===== src/rtl/st7735_lcd_driver.sv =====
// ST7735 write-only SPI controller: panel reset pulse, init command list, then
// RGB565 pixel streaming with RAMWR re-issued each time the frame wraps.
module st7735_lcd_driver #(
  parameter int CLOCK_SPEED_MHZ = 12,
  parameter int SPI_DIV         = 2,
  parameter int WIDTH           = 128,
  parameter int HEIGHT          = 160,
  parameter int MS_CYCLES       = CLOCK_SPEED_MHZ * 1000
) (
  input  logic        SYSTEM_CLK,
  input  logic        RST_N,
  input  logic [15:0] color_pixel,
  input  logic        WRITE_EN,
  output logic        IS_BUSY,
  output logic        LCD_READY,
  output logic        CS,
  output logic        MOSI,
  output logic        DC,
  output logic        LCD_CLK,
  output logic        RESET
);
  localparam int          DIV_W         = (SPI_DIV > 1) ? $clog2(SPI_DIV) : 1;
  localparam int          NPIX          = WIDTH * HEIGHT;
  localparam int          PIX_W         = $clog2(NPIX + 1);
  localparam logic [4:0]  RAMWR_IDX     = 5'd17;
  localparam logic [31:0] MS_CYC        = 32'(MS_CYCLES);
  localparam logic [31:0] RST_LO_LAST   = 32'(10 * MS_CYCLES - 1);
  localparam logic [31:0] RST_WAIT_LAST = 32'(120 * MS_CYCLES - 1);

  typedef enum logic [2:0] {
    ST_RST_LO, ST_RST_WAIT, ST_LOAD, ST_SHIFT, ST_DELAY, ST_IDLE
  } state_t;

  // Entry layout: {last, dc, byte, delay after the byte in ms}
  function automatic logic [17:0] init_rom(input logic [4:0] idx);
    case (idx)
      5'd0:    init_rom = {1'b0, 1'b0, 8'h01, 8'd150};
      5'd1:    init_rom = {1'b0, 1'b0, 8'h11, 8'd120};
      5'd2:    init_rom = {1'b0, 1'b0, 8'h3A, 8'd0};
      5'd3:    init_rom = {1'b0, 1'b1, 8'h05, 8'd0};
      5'd4:    init_rom = {1'b0, 1'b0, 8'h36, 8'd0};
      5'd5:    init_rom = {1'b0, 1'b1, 8'h00, 8'd0};
      5'd6:    init_rom = {1'b0, 1'b0, 8'h2A, 8'd0};
      5'd7,
      5'd8,
      5'd9:    init_rom = {1'b0, 1'b1, 8'h00, 8'd0};
      5'd10:   init_rom = {1'b0, 1'b1, 8'(WIDTH - 1), 8'd0};
      5'd11:   init_rom = {1'b0, 1'b0, 8'h2B, 8'd0};
      5'd12,
      5'd13,
      5'd14:   init_rom = {1'b0, 1'b1, 8'h00, 8'd0};
      5'd15:   init_rom = {1'b0, 1'b1, 8'(HEIGHT - 1), 8'd0};
      5'd16:   init_rom = {1'b0, 1'b0, 8'h29, 8'd10};
      5'd17:   init_rom = {1'b1, 1'b0, 8'h2C, 8'd0};
      default: init_rom = '0;
    endcase
  endfunction

  logic [DIV_W-1:0] r_div;
  logic             r_sclk;
  logic             w_fall;

  state_t           r_state;
  logic [4:0]       r_idx;
  logic [15:0]      r_shift;
  logic [4:0]       r_bits;
  logic             r_byte_dc;
  logic             r_is_pix;
  logic [31:0]      r_wait;
  logic [31:0]      r_wait_lim;
  logic [PIX_W-1:0] r_pix_cnt;
  logic             r_cs, r_mosi, r_dc, r_reset, r_ready, r_busy;

  logic [17:0]      w_rom;
  logic             w_last, w_dc;
  logic [7:0]       w_byte, w_ms;

  assign w_rom  = init_rom(r_idx);
  assign w_last = w_rom[17];
  assign w_dc   = w_rom[16];
  assign w_byte = w_rom[15:8];
  assign w_ms   = w_rom[7:0];

  // Free-running SPI clock; all panel-side outputs move on its falling edge.
  assign w_fall = (r_div == DIV_W'(SPI_DIV - 1)) && r_sclk;

  always_ff @(posedge SYSTEM_CLK or negedge RST_N) begin
    if (!RST_N) begin
      r_div  <= '0;
      r_sclk <= 1'b0;
    end else if (r_div == DIV_W'(SPI_DIV - 1)) begin
      r_div  <= '0;
      r_sclk <= ~r_sclk;
    end else begin
      r_div <= r_div + 1'b1;
    end
  end

  always_ff @(posedge SYSTEM_CLK or negedge RST_N) begin
    if (!RST_N) begin
      r_state    <= ST_RST_LO;
      r_idx      <= '0;
      r_shift    <= '0;
      r_bits     <= '0;
      r_byte_dc  <= 1'b0;
      r_is_pix   <= 1'b0;
      r_wait     <= '0;
      r_wait_lim <= '0;
      r_pix_cnt  <= '0;
      r_cs       <= 1'b1;
      r_mosi     <= 1'b0;
      r_dc       <= 1'b0;
      r_reset    <= 1'b0;
      r_ready    <= 1'b0;
      r_busy     <= 1'b1;
    end else begin
      case (r_state)
        ST_RST_LO: begin
          if (r_wait == RST_LO_LAST) begin
            r_wait  <= '0;
            r_reset <= 1'b1;
            r_state <= ST_RST_WAIT;
          end else begin
            r_wait <= r_wait + 32'd1;
          end
        end
        ST_RST_WAIT: begin
          if (r_wait == RST_WAIT_LAST) begin
            r_wait  <= '0;
            r_idx   <= '0;
            r_state <= ST_LOAD;
          end else begin
            r_wait <= r_wait + 32'd1;
          end
        end
        ST_LOAD: begin
          r_shift   <= {w_byte, 8'h00};
          r_bits    <= 5'd8;
          r_byte_dc <= w_dc;
          r_is_pix  <= 1'b0;
          r_state   <= ST_SHIFT;
        end
        ST_SHIFT: begin
          if (w_fall) begin
            if (r_bits != 5'd0) begin
              r_cs    <= 1'b0;
              r_dc    <= r_byte_dc;
              r_mosi  <= r_shift[15];
              r_shift <= {r_shift[14:0], 1'b0};
              r_bits  <= r_bits - 5'd1;
            end else begin
              // Raising CS here and loading the next word afterwards gives the
              // one-LCD_CLK CS-high gap between bytes.
              r_cs   <= 1'b1;
              r_mosi <= 1'b0;
              if (r_is_pix) begin
                if (r_pix_cnt == PIX_W'(NPIX - 1)) begin
                  r_pix_cnt <= '0;
                  r_idx     <= RAMWR_IDX;
                  r_state   <= ST_LOAD;
                end else begin
                  r_pix_cnt <= r_pix_cnt + 1'b1;
                  r_busy    <= 1'b0;
                  r_state   <= ST_IDLE;
                end
              end else if (w_last) begin
                r_ready <= 1'b1;
                r_busy  <= 1'b0;
                r_state <= ST_IDLE;
              end else if (w_ms != 8'd0) begin
                r_wait     <= '0;
                r_wait_lim <= 32'(w_ms) * MS_CYC - 32'd1;
                r_idx      <= r_idx + 5'd1;
                r_state    <= ST_DELAY;
              end else begin
                r_idx   <= r_idx + 5'd1;
                r_state <= ST_LOAD;
              end
            end
          end
        end
        ST_DELAY: begin
          if (r_wait == r_wait_lim) begin
            r_wait  <= '0;
            r_state <= ST_LOAD;
          end else begin
            r_wait <= r_wait + 32'd1;
          end
        end
        ST_IDLE: begin
          if (WRITE_EN) begin
            r_shift   <= color_pixel;
            r_bits    <= 5'd16;
            r_byte_dc <= 1'b1;
            r_is_pix  <= 1'b1;
            r_busy    <= 1'b1;
            r_state   <= ST_SHIFT;
          end
        end
        default: r_state <= ST_RST_LO;
      endcase
    end
  end

  assign IS_BUSY   = r_busy;
  assign LCD_READY = r_ready;
  assign CS        = r_cs;
  assign MOSI      = r_mosi;
  assign DC        = r_dc;
  assign LCD_CLK   = r_sclk;
  assign RESET     = r_reset;
endmodule


===== config.mk =====
export PLATFORM = sky130hd
export DESIGN_NAME = st7735_lcd_driver
export DESIGN_NICKNAME = d
export VERILOG_FILES = /design/src/rtl/st7735_lcd_driver.sv
export SDC_FILE = /design/constraint.sdc
export NUM_CORES = 1
export LEC_CHECK = 0
export BUFFER_PORTS_ARGS = -buffer_cell sky130_fd_sc_hd__buf_4
export CAP_MARGIN = 25
export CORE_ASPECT_RATIO = 1.4
export CORE_MARGIN = 1.5
export CORE_UTILIZATION = 45
export DETAILED_ROUTE_END_ITERATION = 12
export PLACE_DENSITY_LB_ADDON = 0.2
export SYNTH_ARGS = -nofsm -noshare
export SYNTH_HDL_FRONTEND = slang
export SYNTH_SLANG_ARGS = --single-unit

===== constraint.sdc =====
create_clock -name SYSTEM_CLK -period 6.7 [get_ports SYSTEM_CLK]
set_input_delay 1.005 -clock SYSTEM_CLK [delete_from_list [all_inputs] [get_ports SYSTEM_CLK]]
set_output_delay 1.005 -clock SYSTEM_CLK [all_outputs]
set_load 0.03 [all_outputs]

Yosys cells after proc, flatten, opt, wreduce, memory -nomap -nowiden
Memory sizes are Yosys's and may differ from the RTL's.
Cells that the tools add are included.
{"block": "totals", "reg_bits": 118, "mem_bits_ro": 544, "in_bits": 19, "output_inout_bits": 7, "mem_count": 1}
{"block": "op_classes", "addsub": 6, "multipliers": 1, "n_eq_ne": 23, "mux": 48, "bitwise_logic": 4, "reduce_logical": 21}
{"memory": "(name not given)", "depth": 32, "word_bits": 17, "rd": 1, "rd_clocked_by_memory_dff": 0, "wr": 0, "line_no": "36", "rtl": "case (idx)"}
{"op": "$mux W32", "count": 8}
{"op": "$pmux W32 S4", "count": 1}
{"op": "$mux W16", "count": 3}
{"op": "$pmux W16 S3", "count": 1}
{"op": "$mux W5", "count": 9}
{"op": "$add A32 B1 Y32 const B", "count": 1}
{"op": "$eq A32 B17 Y1 const B", "count": 1}
{"op": "$eq A32 B21 Y1 const B", "count": 1}
{"op": "$eq A32 B32 Y1", "count": 1}
{"op": "$mux W3", "count": 10}
{"op": "$reduce_and A6 Y1", "count": 5}
{"op": "$sub A22 B1 Y23 const B", "count": 1}
{"op": "$ne A2 B2 Y1 const B", "count": 10}
{"op": "$pmux W3 S6", "count": 1}
{"op": "$mul A8 B9 Y17 const B", "count": 1}
{"op": "$add A15 B1 Y15 const B", "count": 1}
{"op": "$eq A15 B15 Y1 const B", "count": 1}
{"op": "$mux W15", "count": 1}
{"op": "$pmux W5 S3", "count": 1}
{"op": "$ne A3 B3 Y1 const B", "count": 4}
{"op": "$pmux W5 S2", "count": 1}
{"op": "$mux W1", "count": 9}
{"op": "$reduce_and A4 Y1", "count": 2}
{"op": "$reduce_bool A8 Y1", "count": 1}
{"op": "17 further kinds", "count": 28}

Logic depth before layout (Yosys ltp)
Gate-level depths: netlist of the first run.
An unclocked memory read counts as a cell.
{"block": "depth", "ltp_word": 8, "mapped_depth": 23, "depth_no_buf": 22}

Worst setup path before layout of the first run
OpenSTA, ideal clock, no wires.
{"block": "synth_path", "path_type": "flip-flop to flip-flop", "start": "reg r_idx[1]", "end": "reg r_wait_lim[20]", "setup_time_ps": 82, "arrival_ps": 5430, "required_time_ps": 6618, "path_slack_ps": 1189, "path_stages_with_launch": 17, "cell_sequence": "dfrtp_1 -> clkbuf_1 -> inv_1 -> ha_1 -> nor4b_2 -> fa_1 -> ha_1 -> ha_1 -> ha_1 -> fa_1 -> xor2_1 -> nor4b_1 -> o21ai_1 -> nor4_1 -> nand3_1 -> or4_1 -> a31oi_1"}
{"block": "synth_between", "elab_chain_len": 3}
{"item": "start, declared", "line_no": "64", "rtl": "logic [4:0] r_idx;"}
{"item": "start signal, assigned", "line_no": "173", "rtl": "r_idx <= r_idx + 5'd1;"}
{"item": "start signal, assigned", "line_no": "176", "rtl": "r_idx <= r_idx + 5'd1;"}
{"item": "$mem_v2 Z32 W17 (*)"}
{"item": "$mul A8 B9 Y17, or another cell as far along", "line_no": "172", "rtl": "r_wait_lim <= 32'(w_ms) * MS_CYC - 32'd1;"}
{"item": "$sub A22 B1 Y23 / $reduce_and A6 Y1 (equally long branches)"}
{"item": "end signal, assigned", "line_no": "172"}
{"item": "end, declared", "line_no": "70", "rtl": "logic [31:0] r_wait_lim;"}
Every way passes the cells marked *; elsewhere a longest branch is shown, timed or not.
A chain may end at the register's enable or synchronous reset.

Worst setup path in the final report of the first run
Ends and elaborated chain as after synthesis.

==> summary.txt, run 1 <==
Run status
  – Status: finished clean

Global routing
  – Global-route wire length before repair: 27400 microns
  – Remaining Overflow, GRT: 0
  – Largest net degree at the start of global routing: 62
  – Total track usage: 0.212
  – Vias in the first global route: 5664
  – Antenna violations before repair: 0

Floorplan
  – Die width: 108 microns
  – # IOs: 26
  – Starting density of the core: 0.461
  – Cell Rows: 53
  – Die Ht: 150 microns
  – Core Region: 0.0151 sq mm
  – Full die area: 0.0162 sq mm

Yosys
  – Post-synth design cell area: 0.00695 sq mm
  – Synth unique cells: 71
  – Post-synth EDFFs: 0
  – Synth Instances: 804
  – Ys Warns: 0
  – Sequential share of the synthesized area: 0.375
  – Seq cells post-synth: 104
  – Avg Inst Size Synth: 8.64 sq um
  – Synthesized Nets: 874
  – Main synth FF type: dfrtp_1
  – Async S/R FF share, synth: 1.00

Min path
  – Hold/Removal Path Class: register to register

Critical path
  – Worst endpoint required time: 6.97 ns
  – Critical path fanouts, max: 11
  – Critical path endpoint category: register
  – Startpoint type of the worst setup path: register
  – Kind of critical path: register to register
  – Crit path DAT: 6.26 ns

STA
  – RSZ-0062 raised after global routing: no
  – Rel. slew slack: 0.447
  – Fin. max-slew vios: 0
  – Final Hold Vio Count: 0
  – Post-layout minimum cycle time: 6.00 ns
  – Fmax: 167 MHz
  – Hold_ws: 0.480 ns
  – Clk_skew: 0.00567 ns
  – Setup TNS: 0 ns
  – Final period util: 0.895
  – Worst slew pin tran: 0.828 ns
  – Final setup vio count: 0

Clock network
  – Clock transition at path regs: 0.07 ns
  – Clock latency on the worst-skew pair: 0.35 ns
  – Total CTS buffers: 9
  – CTS Hold Buffers Added: 0
  – H-tree depth reported by CTS: 3
  – TritonCTS clock tree: done
  – Clock Sinks: 104
  – Post_cts resized: 0
  – Clk buf depth: 2
  – Setup Fix Bufs, Post-CTS: 0
  – Clk Tree Root Cell: clkbuf_16

Drt
  – Drt first pass iters: 5
  – Routed length per instance: 15.9 microns
  – Drt drc: 0
  – Via density: 5.75
  – Vias: 5827
  – Final wirelength: 16100 microns
  – Initial DRC count: 326
  – Post-route ant nets: 0

Run
  – Max-cap violations: 0

Finish
  – Layout fillers: 1429
  – Ant diodes: 0
  – Final Non-Filler Cells: 1013
  – Area growth syn-to-layout: 9.47%
  – Final net count: 886
  – Fraction of layout cells with a size suffix above 1: 0.0816

Placed design
  – Post-Place Cells: 995
  – RePlAce Congestion: 0.908
  – PortBufs: 25
  – DP HPWL: 12100 microns
-- synthesized netlist by cell type, types with 3 or more instances --
cell | n | area [sq um]
fa_1 | 7 | 140
buf_2 | 5 | 25.0
and2_1 | 7 | 43.8
nand3_1 | 38 | 190
a31oi_1 | 13 | 81.3
a221oi_1 | 3 | 26.3
ha_1 | 44 | 551
or4b_1 | 3 | 30.0
or4_1 | 4 | 30.0
a21oi_1 | 46 | 230
nand2b_1 | 7 | 43.8
and3_1 | 6 | 37.5
o21a_1 | 4 | 30.0
a22o_1 | 8 | 70.1
o22ai_1 | 4 | 25.0
a211oi_1 | 5 | 37.5
nor4b_1 | 4 | 35.0
nor2b_1 | 10 | 62.6
a21boi_0 | 3 | 22.5
dfrtp_1 | 102 | 2550
nor2_1 | 98 | 368
mux2_2 | 3 | 33.8
nor3_1 | 21 | 105
nand2_1 | 73 | 274
nor4_1 | 12 | 75.1
o31ai_1 | 3 | 22.5
xor2_1 | 37 | 324
or3_1 | 15 | 93.8
and4_1 | 3 | 26.3
a22oi_1 | 5 | 37.5
inv_1 | 32 | 120
nand4_1 | 17 | 106
xnor2_1 | 23 | 201
or2_2 | 5 | 31.3
o21ai_0 | 60 | 300
a21o_1 | 7 | 52.6
clkbuf_1 | 25 | 93.8
-- registers in the layout, indices dropped and copies added, names as in the netlist, 3 cells and up --
name        count
r_wait         32
r_bits          5
r_pix_cnt      15
r_state         3
r_wait_lim     18
r_shift        16
r_idx           5
-- worst max-delay path: stages, from the launching register on --
cell and delay [ns]:
dfrtp_1 0.54, inv_1 0.14, ha_1 0.23, nor2b_1 0.14, nand3_1 0.19, inv_1 0.13, nor2_1 0.28, inv_1 0.15
fa_1 0.42, ha_1 0.32, ha_1 0.31, ha_1 0.35, fa_1 0.49, xor2_1 0.19, nor4b_1 0.35, o21ai_1 0.24
nor4_1 0.41, nand3_1 0.27, or4_1 0.55, a31oi_1 0.20
-- placed cells by master (no fill, tap or decap), types with 4 or more instances in the layout --
cell	count
nand4_1	17
or4_1	4
o21ai_0	60
a21o_1	7
clkbuf_16	9
nand2_1	73
a22o_1	8
nor3_1	21
a211oi_1	5
or2_2	5
nand3_1	38
nor4b_1	4
inv_1	32
o21a_1	4
or3_1	15
nand2b_1	7
nor2b_1	10
and3_1	6
a22oi_1	5
a21oi_1	46
ha_1	44
and2_1	7
nor4_1	12
xnor2_1	23
xor2_1	37
nor2_1	98
buf_4	32
clkinv_4	4
dfrtp_1	102
a31oi_1	13
o22ai_1	4
fa_1	7
-- metrics by stage --
step,utilization,cell area (sq um),setup WS [ns]
floorplan,-,6950,1.19
global placement,0.485,7300,1.05
detailed placement,0.485,7300,0.744
CTS,0.504,7590,0.717
global route,0.505,7600,0.228
finish,0.505,7600,0.705
-- cells by family after synthesis --
logic type	Yosys count	synth area share
muxes	5	0.00774
and+or+nand+nor	336	0.241
AOI/OAI and AO/OA	183	0.164
DFF	104	0.375
adders and majority gates	51	0.0994
xor gates and xnor gates	60	0.0756
buffers and inverters	65	0.0371
-- per-layer routing --
layer	up-vias	track usage	part of all wire
met5	-	0	0
met4	0	0.0849	0.025
met3	28	0.0322	0.033
met2	109	0.355	0.50
met1	2801	0.274	0.44
li1	2889	-	-
-- final timing paths --
kind | from | endpoint | slack [ns] | cells after the start
max reg2reg | r_idx[1]$_DFFE_PN0P_ | r_wait_lim[20]$_DFFE_PN0P_ | 0.70 | 19
max in group asynchronous | RST_N | r_shift[10]$_DFFE_PN0P_ | 4.82 | 2
min reg2reg | r_shift[0]$_DFFE_PN0P_ | r_shift[0]$_DFFE_PN0P_ | 0.48 | 2
min in group asynchronous | RST_N | r_wait[26]$_DFFE_PN0P_ | 0.65 | 1
min | r_shift[0]$_DFFE_PN0P_ | r_shift[0]$_DFFE_PN0P_ | 0.48 | 2
max | r_idx[1]$_DFFE_PN0P_ | r_wait_lim[20]$_DFFE_PN0P_ | 0.70 | 19
-- cell type report --
class,instances,area (sq um),area share
inverters,33,124,0.0163
clock inverters,6,52.6,0.00691
repair buffers,33,245,0.0322
well taps,192,240,0.0316
multi-input cells,635,4100,0.539
flip-flops and latches,104,2610,0.343
clock buffers,10,239,0.0314
Power of run 1 is left out: the tool's default activity adds up to more than one toggle a clock period on the data nets, which glitch-free logic cannot reach.
==> run 2, diff against run 1 <==
- CORE_ASPECT_RATIO: 1.4 -> 1.2
- SLEW_MARGIN: default -> 20
==> summary.txt, run 2 (synthesized netlist as in run 1, its figures left out) <==
Clock network
  – Clock transition at path regs: 0.07 ns
  – H-tree depth reported by CTS: 3
  – Clk buf depth: 2
  – Clock latency on the worst-skew pair: 0.36 ns
  – Setup Fix Bufs, Post-CTS: 0
  – Post_cts resized: 0
  – TritonCTS clock tree: done
  – Total CTS buffers: 9
  – CTS Hold Buffers Added: 0
  – Clk Tree Root Cell: clkbuf_16
  – Clock Sinks: 104

STA
  – Final Hold Vio Count: 0
  – Worst slew pin tran: 0.813 ns
  – Post-layout minimum cycle time: 5.98 ns
  – Clk_skew: 0.0118 ns
  – Final setup vio count: 0
  – Fmax: 167 MHz
  – Hold_ws: 0.474 ns
  – Setup TNS: 0 ns
  – RSZ-0062 raised after global routing: no
  – Rel. slew slack: 0.458
  – Final period util: 0.893
  – Fin. max-slew vios: 0

Critical path
  – Crit path DAT: 6.26 ns
  – Crit path largest cell delay: 0.58 ns
  – Worst endpoint required time: 6.97 ns
  – Startpoint type of the worst setup path: register
  – Crit-path leading delay family: simple AND/OR/NAND/NOR gates
  – Critical path endpoint category: register
  – R2r setup slk: 0.72 ns
  – Crit path buf inv count: 4
  – Most common cell on crit path: ha_1
  – Critical path fanouts, max: 11
  – Slowest CP cell: or4b_1
  – Kind of critical path: register to register
  – Worst-path cell chain: inv_1 -> ha_1 -> or4b_1 -> inv_1 -> nor2_1 -> inv_1 -> ha_1 -> ha_1 -> inv_1 -> fa_1 -> xnor2_1 -> ha_1 -> ha_1 -> xor2_1 -> nor4b_1 -> o21ai_1 -> nor4_1 -> nand3_1 -> or4_1 -> a31oi_1

Floorplan
  – Die Ht: 139 microns
  – Die width: 116 microns
  – Cell Rows: 49
  – Starting density of the core: 0.462
  – Full die area: 0.0162 sq mm
  – # IOs: 26
  – Core Region: 0.0150 sq mm

Finish
  – Final net count: 885
  – Most common cell after layout, fill and taps aside: dfrtp_1
  – Area growth syn-to-layout: 9.85%
  – Max reg flops: 32
  – Top flop regs: r_wait (32), r_wait_lim (18), r_shift (16)
  – Layout fillers: 1448
  – Most frequent cells in the layout: dfrtp_1 (102), nor2_1 (97), nand2_1 (73), o21ai_0 (60), a21oi_1 (46)
  – Ant diodes: 0
  – Biggest register: r_wait
  – Design area: 0.00763 sq mm
  – Fraction of layout cells with a size suffix above 1: 0.0817

Drt
  – Vias: 5933
  – Drt first pass iters: 7
  – Drt drc: 0
  – Final wirelength: 16400 microns
  – Post-route ant nets: 0
  – Routed length per instance: 16.0 microns
  – Initial DRC count: 343
  – Via density: 5.79

Global routing
  – Vias in the first global route: 5744
  – Remaining Overflow, GRT: 0
  – Global-route wire length before repair: 28000 microns
  – Antenna violations before repair: 0
  – Total track usage: 0.216
  – Largest net degree at the start of global routing: 64

Min path
  – Hold/Removal Path Class: register to register

Run status
  – Status: finished clean

Placed design
  – RePlAce Congestion: 0.923
  – PortBufs: 25
  – DP HPWL: 12100 microns
  – Post-placement cell area: 0.00732 sq mm

Run
  – Max-cap violations: 0
==> run 2: per-layer routing <==
metal	global-route usage	wire length, microns	up-vias
li1	-	-	2888
met1	0.285	7410	2856
met2	0.351	7980	157
met3	0.0310	582	32
met4	0.0950	435	0
met5	0	0	-
==> run 2: final cells by class <==
class / count / area [sq um] / share of cell area
clock buffer: 10 / 229 / 0.0300
inverter: 33 / 124 / 0.0162
multi-input combinational: 635 / 4110 / 0.538
tap: 204 / 255 / 0.0334
clock inverter: 6 / 68.8 / 0.00902
sequential: 104 / 2610 / 0.341
timing repair buffer: 32 / 240 / 0.0315
==> run 2: worst paths after layout <==
check / to / cells past startpoint / start
worst max-delay path: r_wait_lim[20]$_DFFE_PN0P_ / 20 / r_idx[1]$_DFFE_PN0P_
worst min-delay path: r_shift[0]$_DFFE_PN0P_ / 2 / r_shift[0]$_DFFE_PN0P_
worst max register to register: r_wait_lim[20]$_DFFE_PN0P_ / 20 / r_idx[1]$_DFFE_PN0P_
worst min register to register: r_shift[0]$_DFFE_PN0P_ / 2 / r_shift[0]$_DFFE_PN0P_
max in group asynchronous: MOSI$_DFFE_PN0P_ / 2 / RST_N
min in group asynchronous: r_wait[17]$_DFFE_PN0P_ / 1 / RST_N
==> run 2: worst register-to-register path: cells and delay by family, from the launching register on <==
family,cells,cell delay (ns)
AO/OA/AOI/OAI,2,0.43
adder cells (fa/ha/maj),6,1.73
AND/OR/NAND/NOR,6,2.29
buffers and inverters,4,0.60
XOR/XNOR,2,0.36
flip-flops,1,0.50
==> run 2: metrics by stage <==
step | cells | util | setup WS (ns)
floorplan | 804 | - | 1.19
global placement | 1008 | 0.488 | 1.04
detailed placement | 1008 | 0.488 | 0.757
CTS | 1024 | 0.507 | 0.713
global route | 1024 | 0.508 | 0.167
finish | 1024 | 0.508 | 0.718
Power of run 2 is left out for the same reason.
